<file path="src/rtl/snap_seq.sv">
// Capture sequencer for a transparent-latch snapshot bank; serialises the snapshot MSB-first.
// Optional trailing parity bit when SNAP_SEQ_PARITY_EN is defined.
module snap_seq #(
    parameter int unsigned W           = 32,
    parameter int unsigned SYNC_STAGES = 2
) (
    input  logic         clk,
    input  logic         rst_n,
    input  logic         req,
    input  logic [W-1:0] din,
    input  logic         clr,
    input  logic         shift,
    output logic         latch_en,
    output logic         sout,
    output logic         rdy,
    output logic         done,
    output logic         overrun
);

`ifdef SNAP_SEQ_PARITY_EN
    localparam int unsigned NBITS = W + 1;
`else
    localparam int unsigned NBITS = W;
`endif
    localparam int unsigned CW = $clog2(NBITS + 1);

    typedef enum logic [1:0] {IDLE, CAPT, HOLD, FIN} state_t;

    state_t                 state, state_n;
    logic [SYNC_STAGES-1:0] sync_q;
    logic                   prev_q;
    logic [SYNC_STAGES:0]   vld_q;
    logic                   req_edge;
    logic [W-1:0]           snap_q;
    logic [CW-1:0]          cnt_q;
`ifdef SNAP_SEQ_PARITY_EN
    logic                   par_q;
`endif

    // vld_q tracks pipeline fill so a req already high at reset release is not seen as an edge
    always_ff @(posedge clk or negedge rst_n) begin
        if (!rst_n) begin
            sync_q   <= '0;
            prev_q   <= 1'b0;
            vld_q    <= '0;
            req_edge <= 1'b0;
        end else begin
            sync_q   <= {sync_q[SYNC_STAGES-2:0], req};
            prev_q   <= sync_q[SYNC_STAGES-1];
            vld_q    <= {vld_q[SYNC_STAGES-1:0], 1'b1};
            req_edge <= sync_q[SYNC_STAGES-1] & ~prev_q & vld_q[SYNC_STAGES];
        end
    end

    always_ff @(posedge clk or negedge rst_n) begin
        if (!rst_n) state <= IDLE;
        else        state <= state_n;
    end

    always_comb begin
        state_n = state;
        unique case (state)
            IDLE:    if (req_edge) state_n = CAPT;
            CAPT:    state_n = HOLD;
            HOLD:    if (shift && cnt_q == CW'(1)) state_n = FIN;
            FIN:     state_n = IDLE;
            default: state_n = IDLE;
        endcase
        if (clr) state_n = IDLE;
    end

    always_ff @(posedge clk or negedge rst_n) begin
        if (!rst_n) begin
            snap_q   <= '0;
            cnt_q    <= '0;
            overrun  <= 1'b0;
            latch_en <= 1'b0;
            rdy      <= 1'b0;
            done     <= 1'b0;
`ifdef SNAP_SEQ_PARITY_EN
            par_q    <= 1'b0;
`endif
        end else begin
            latch_en <= (state_n == CAPT);
            rdy      <= (state_n == HOLD);
            done     <= (state_n == FIN);
            if (clr) begin
                overrun <= 1'b0;
            end else begin
                if (req_edge && state != IDLE) overrun <= 1'b1;
                if (state == CAPT) begin
                    snap_q <= din;
                    cnt_q  <= CW'(NBITS);
`ifdef SNAP_SEQ_PARITY_EN
                    par_q  <= ^din;
`endif
                end else if (state == HOLD && shift) begin
                    snap_q <= {snap_q[W-2:0], 1'b0};
                    cnt_q  <= cnt_q - CW'(1);
                end
            end
        end
    end

    always_comb begin
        sout = 1'b0;
        if (state == HOLD) begin
`ifdef SNAP_SEQ_PARITY_EN
            sout = (cnt_q == CW'(1)) ? par_q : snap_q[W-1];
`else
            sout = snap_q[W-1];
`endif
        end
    end

endmodule

</file>
<file path="config.mk">
export PLATFORM = sky130hd
export DESIGN_NAME = snap_seq
export DESIGN_NICKNAME = d
export VERILOG_FILES = /design/src/rtl/snap_seq.sv
export SDC_FILE = /design/constraint.sdc
export NUM_CORES = 1
export LEC_CHECK = 0
export CAP_MARGIN = 20
export CORE_MARGIN = 2
export CORE_UTILIZATION = 52
export CTS_CLUSTER_SIZE = 10
export DETAILED_ROUTE_END_ITERATION = 10
export GPL_TIMING_DRIVEN = 0
export PLACE_DENSITY = 0.79
export SYNTH_ARGS = -nofsm -noshare
export SYNTH_HDL_FRONTEND = slang
export SYNTH_SLANG_ARGS = --single-unit
</file>
<file path="constraint.sdc">
create_clock -name clk -period 2.4 [get_ports clk]
set_input_delay 0.48 -clock clk [delete_from_list [all_inputs] [get_ports clk]]
set_output_delay 0.48 -clock clk [all_outputs]
set_load 0.02 [all_outputs]
</file>
==> results of run 1 <==
==> logic make-up (layout without fill, tap and decap cells) <==
kind of cell,count (synthesis),count (layout),synth area share
buffers and inverters,24,74,0.0388
AND/OR/NAND/NOR,29,29,0.0680
flip-flops,51,51,0.542
other,1,1,0.00159
AO/OA/AOI/OAI,83,83,0.191
adder cells (fa/ha/maj),5,5,0.0266
multiplexers,31,31,0.132
==> cells in the mapped netlist (all sizes together) <==
master,instances,area [µm²]
or3,2,18.8
nor3,2,10.0
o21ai,69,345
or2,1,6.26
nand2,4,15.0
a21oi,3,15.0
a21o,1,8.76
inv,7,26.3
nor2,10,37.5
mux2i,31,310
nor3b,1,7.51
nand3,1,5.00
o311a,1,10.0
or4b,1,10.0
o211ai,3,22.5
nand3b,2,15.0
conb,1,3.75
o31ai,1,7.51
o21a,1,7.51
and2,2,12.5
nand2b,1,6.26
a211oi,1,7.51
ha,5,62.6
a211o,3,26.3
dfrtp,51,1280
clkbuf,16,60.1
nor4bb,1,10.0
buf,1,5.00
nor4,1,6.26
==> metrics by stage <==
| stage | instances | worst slack (ns) | cell area (µm²) | power [mW] | hold WS (ns) |
|---|---|---|---|---|---|
| 4_1_cts | 326 | 0.176 | 2950 | 2.87 | 0.193 |
| 2_1_floorplan | 224 | 0.703 | 2350 | 2.00 | 0.184 |
| 3_5_place_dp | 318 | 0.176 | 2850 | 2.34 | 0.335 |
| 3_3_place_gp | 317 | -0.645 | 2830 | 2.29 | 0.333 |
| 6_report | 326 | 0.188 | 2950 | 2.87 | 0.182 |
| 5_1_grt | 326 | 0.0251 | 2950 | 3.09 | 0.218 |
==> metal layers <==
layer	wire, µm	vias to the layer above
met1	2270	901
met4	53	0
met2	2460	46
met3	179	8
li1	-	889
met5	0	-
==> state kept, by name, indices dropped and copies added, names as in the netlist <==
register	flops
cnt_q	6
state	2
overrun	1
prev_q	1
rdy	1
done	1
sync_q	2
vld_q	3
snap_q	32
latch_en	1
req_edge	1
==> critical path, stage by stage (launching register included) <==
cell	delay (ns)
dfrtp_1	0.43
inv_1	0.10
ha_1	0.19
and2_1	0.13
clkdlybuf4s50_1	0.59
==> where the power goes <==
group,internal (mW),leakage (nW),switching (mW)
Combinational,0.491,0.493,0.653
Clock,0.262,0.0505,0.274
Sequential,1.06,0.661,0.125
==> area by class of cell <==
cell class	instances	area [µm²]	share of cell area
clock buffers	7	96.3	0.0327
multi-input cells	149	987	0.335
well taps	52	65.1	0.0221
repair buffers	42	425	0.144
inverters	7	26.3	0.00891
plain buffers	17	65.1	0.0221
flip-flops and latches	51	1280	0.433
clock inverters	1	7.51	0.00255
==> worst paths after layout <==
| path | start | end | slack, ns | cells past startpoint |
|---|---|---|---|---|
| min in group clk | vld_q[0] | vld_q[1] | 0.35 | 0 |
| setup / recovery | state[0] | sout | 0.19 | 4 |
| hold / removal | rst_n | vld_q[2] | 0.18 | 1 |
| hold reg to reg | vld_q[0] | vld_q[1] | 0.35 | 0 |
| max in group asynchronous | rst_n | snap_q[10] | 1.67 | 2 |
| setup reg to reg | state[0] | snap_q[29] | 0.27 | 7 |
==> impl_metrics.yaml, run 1 <==
status:
  status: "finished clean"
sta:
  final.period_utilization: 0.921
  fin_crit_ns: 2.21
  final-setup-viol-count: 0
  slew_viol_final: 0
  worstMarginPinSlew_ns: 0.717
  rsz0062_at_grt: "false"
  setup_tns_ns: 0
  relSlewSlack: 0.522
  skew_ns: 0.00619
  fmax_ghz: 0.452
  finalHoldViolations: 0
global_route:
  grt_max_degree: 27
  grtUsageMet1: 0.294
  grt_pass1_wl_um: 8680
  antenna_found_initial: 0
  grt_pass1_vias: 1871
  grtUsageTotal: 0.214
  overflow: 0
  grtUsageMet2: 0.351
  gr-max-usage-layer: "met2"
  gr-usage-met3: 0.0408
pwr:
  leakagePower_nw: 1.20
  max-vdd-ir-drop_mv: 0.487
  powerDensity_mw_per_mm2: 972
finish:
  synthToLayoutAreaGrowth_pct: 25.2
  drive_above_1_share: 0.0547
  final_cell_mix: "o21ai_0 (69), dfrtp_1 (51), clkdlybuf4s50_1 (40)"
  fin_util: 0.677
  antennaDiodeCount: 0
  nFillCells: 329
  fin_nets: 315
  final_common_cell: "o21ai_0"
critical_path:
  worstSetupPathType: "flop to output pin"
  cp.arrival_ns: 1.73
  end_kind: "output pin"
  cp.required_ns: 1.92
  cp-start-kind: "flop"
  cp_max_fo: 4
placement:
  io_buffer_count: 41
  dp_hpwl_um: 3540
  gp_congestion: 0.830
clock_tree:
  path_clk_slew_ns: 0.09
  cts_buffer_depth: 2
  clock-sinks: 51
  cts_buffers: 5
  cts_max_level: 2
  ctsResizeCount: 0
  postCtsSetupBuffers: 0
  clk_latency_ns: 0.30
  holdBufCountCts: 0
  cts_tree: "done"
  cts_root_buf: "clkbuf_8"
die:
  rows: 24
  die_x_um: 71.3
  coreArea_mm2: 0.00435
  fp.dieH_um: 71.3
  ios: 42
  die_area_mm2: 0.00508
  start_util: 0.541
synth:
  ys_seq_area_frac: 0.542
  syn_inst: 224
  syn-cell-area_mm2: 0.00235
  postSynthAreaPerCell_um2: 10.5
  synthesis.nets: 266
  yosys_warnings: 0
  synth.distinct_cells: 30
  ys_seq_elements: 51
detailed_routing:
  first_iter_violations: 165
  route.detailed.drc: 0
  vias_per_cell: 5.66
  first_pass_iters: 4
  routed_wl_um: 4970
  wl_per_cell_um: 15.2
  vias: 1844
  ant_nets: 0
worst_hold_path:
  worstHoldPathType: "input pin to async pin"
run:
  cap_violations: 0
Power figures use the tool's default switching activity.
==> run 2: changes to the inputs <==
--- a/config.mk
+++ b/config.mk
@@ -6,12 +6,13 @@
 export NUM_CORES = 1
 export LEC_CHECK = 0
 export CAP_MARGIN = 20
+export CORE_ASPECT_RATIO = 1.1
 export CORE_MARGIN = 2
 export CORE_UTILIZATION = 52
 export CTS_CLUSTER_SIZE = 10
 export DETAILED_ROUTE_END_ITERATION = 10
 export GPL_TIMING_DRIVEN = 0
-export PLACE_DENSITY = 0.79
+export PLACE_DENSITY = 0.9
 export SYNTH_ARGS = -nofsm -noshare
 export SYNTH_HDL_FRONTEND = slang
 export SYNTH_SLANG_ARGS = --single-unit
==> impl_metrics.yaml, run 2 (synthesized netlist as in run 1, its figures left out) <==
critical_path:
  r2r_slack_ns: 0.24
  cp_max_fo: 4
  worstSetupPathType: "flop to output pin"
  timing.rr.end: "snap_q[29]"
  cp_slowest_cell: "clkdlybuf4s50_1"
  timing.rr.start: "state[0]"
  end_kind: "output pin"
  cp-start-kind: "flop"
  critical-path-max-stage-delay_ns: 0.62
  cp_cell_sequence: "inv_1, ha_1, and2_1, clkdlybuf4s50_1"
  cp.arrival_ns: 1.82
  path_delay_family: "buffers and inverters"
  cp.required_ns: 1.92
  timing.critical_path.buf_inv: 2
  rr_worst_depth: 7
detailed_routing:
  first_pass_iters: 4
  wl_per_cell_um: 15.5
  vias: 1872
  first_iter_violations: 109
  routed_wl_um: 5070
  ant_nets: 0
  route.detailed.drc: 0
  vias_per_cell: 5.71
run:
  cap_violations: 0
die:
  coreArea_mm2: 0.00432
  fp.dieH_um: 74.6
  die_x_um: 68.2
  ios: 42
  start_util: 0.546
  die_area_mm2: 0.00508
  rows: 25
clock_tree:
  ctsResizeCount: 0
  cts_root_buf: "clkbuf_8"
  holdBufCountCts: 0
  clock-sinks: 51
  clk_latency_ns: 0.30
  path_clk_slew_ns: 0.09
  cts_tree: "done"
  cts_max_level: 2
  postCtsSetupBuffers: 0
  cts_buffers: 5
  cts_buffer_depth: 2
sta:
  final-setup-viol-count: 0
  slew_viol_final: 0
  final.period_utilization: 0.960
  finalHoldViolations: 0
  fmax_ghz: 0.434
  relSlewSlack: 0.534
  worstMarginPinSlew_ns: 0.699
  hold_ws_ns: 0.0349
  fin_crit_ns: 2.30
  rsz0062_at_grt: "false"
  skew_ns: 0.00746
finish:
  reg_top3: "snap_q: 32 flops, cnt_q: 6 flops, vld_q: 3 flops"
  fin_nets: 315
  final_common_cell: "o21ai_0"
  top_register: "snap_q"
  final_cell_mix: "o21ai_0 (69), dfrtp_1 (51), clkdlybuf4s50_1 (40)"
  synthToLayoutAreaGrowth_pct: 25.2
  nFillCells: 333
  finalNonFillerCells: 328
  drive_above_1_share: 0.0511
  antennaDiodeCount: 0
  fin_util: 0.683
  largest_reg_flops: 32
placement:
  dpl.cell_count: 320
  gp_congestion: 0.877
  io_buffer_count: 41
  dp_hpwl_um: 3550
global_route:
  grt_pass1_wl_um: 8290
  grt_max_degree: 42
  grt_pass1_vias: 1881
  antenna_found_initial: 0
  grtUsageTotal: 0.219
  overflow: 0
pwr:
  powerDensity_mw_per_mm2: 972
  max-vdd-ir-drop_mv: 0.591
  leakagePower_nw: 1.21
worst_hold_path:
  worstHoldPathType: "input pin to async pin"
status:
  status: "finished clean"
[run 2: cell count changes in the layout (fill, tap and decap cells not counted)]
cell,change
clkbuf_1,+1
clkinvlp_4,-1
[run 2: cell type report]
| class | count | area [µm²] | share of cell area |
|---|---|---|---|
| multi-input cells | 149 | 987 | 0.335 |
| clock buffers | 8 | 100 | 0.0340 |
| inverters | 7 | 26.3 | 0.00891 |
| well taps | 54 | 67.6 | 0.0229 |
| repair buffers | 42 | 425 | 0.144 |
| plain buffers | 17 | 65.1 | 0.0221 |
| flip-flops and latches | 51 | 1280 | 0.433 |
[run 2: worst max path at each step]
stage	startpoint	end	cells after the start
finish	state[0]	sout	4
floorplan	state[1]	cnt_q[5]	6
global route	state[1]	snap_q[13]	8
detailed placement	shift	snap_q[29]	6
global placement	rst_n	vld_q[0]	1
CTS	state[0]	sout	4
[run 2: power breakdown]
group	switching, mW	internal [mW]
logic	0.655	0.492
registers	0.126	1.06
clock network	0.268	0.263
[run 2: per-layer routing]
| metal | share of wire | up-vias | global-route usage |
|---|---|---|---|
| met5 | 0 | - | 0 |
| met4 | 0.024 | 0 | 0.100 |
| met1 | 0.43 | 929 | 0.277 |
| li1 | - | 888 | - |
| met3 | 0.036 | 11 | 0.0439 |
| met2 | 0.51 | 44 | 0.359 |
[run 2: through the flow]
| step | instance area, µm² | power, mW | setup WS (ns) | TNS [ns] |
|---|---|---|---|---|
| CTS | 2950 | 2.88 | 0.106 | 0 |
| global route | 2950 | 3.07 | 0.0218 | 0 |
| global placement | 2830 | 2.27 | -0.600 | -30.48 |
| finish | 2950 | 2.86 | 0.0957 | 0 |
| detailed placement | 2850 | 2.34 | 0.185 | 0 |
| floorplan | 2350 | 2.00 | 0.703 | 0 |
[run 2: worst reg2reg max path, cell delays in order, from the launching register on]
cell and delay (ns):
dfrtp_1 0.43, ha_1 0.22, clkbuf_1 0.19, a21oi_1 0.26, clkbuf_1 0.37, clkbuf_1 0.36, o21ai_0 0.15, o21ai_0 0.11
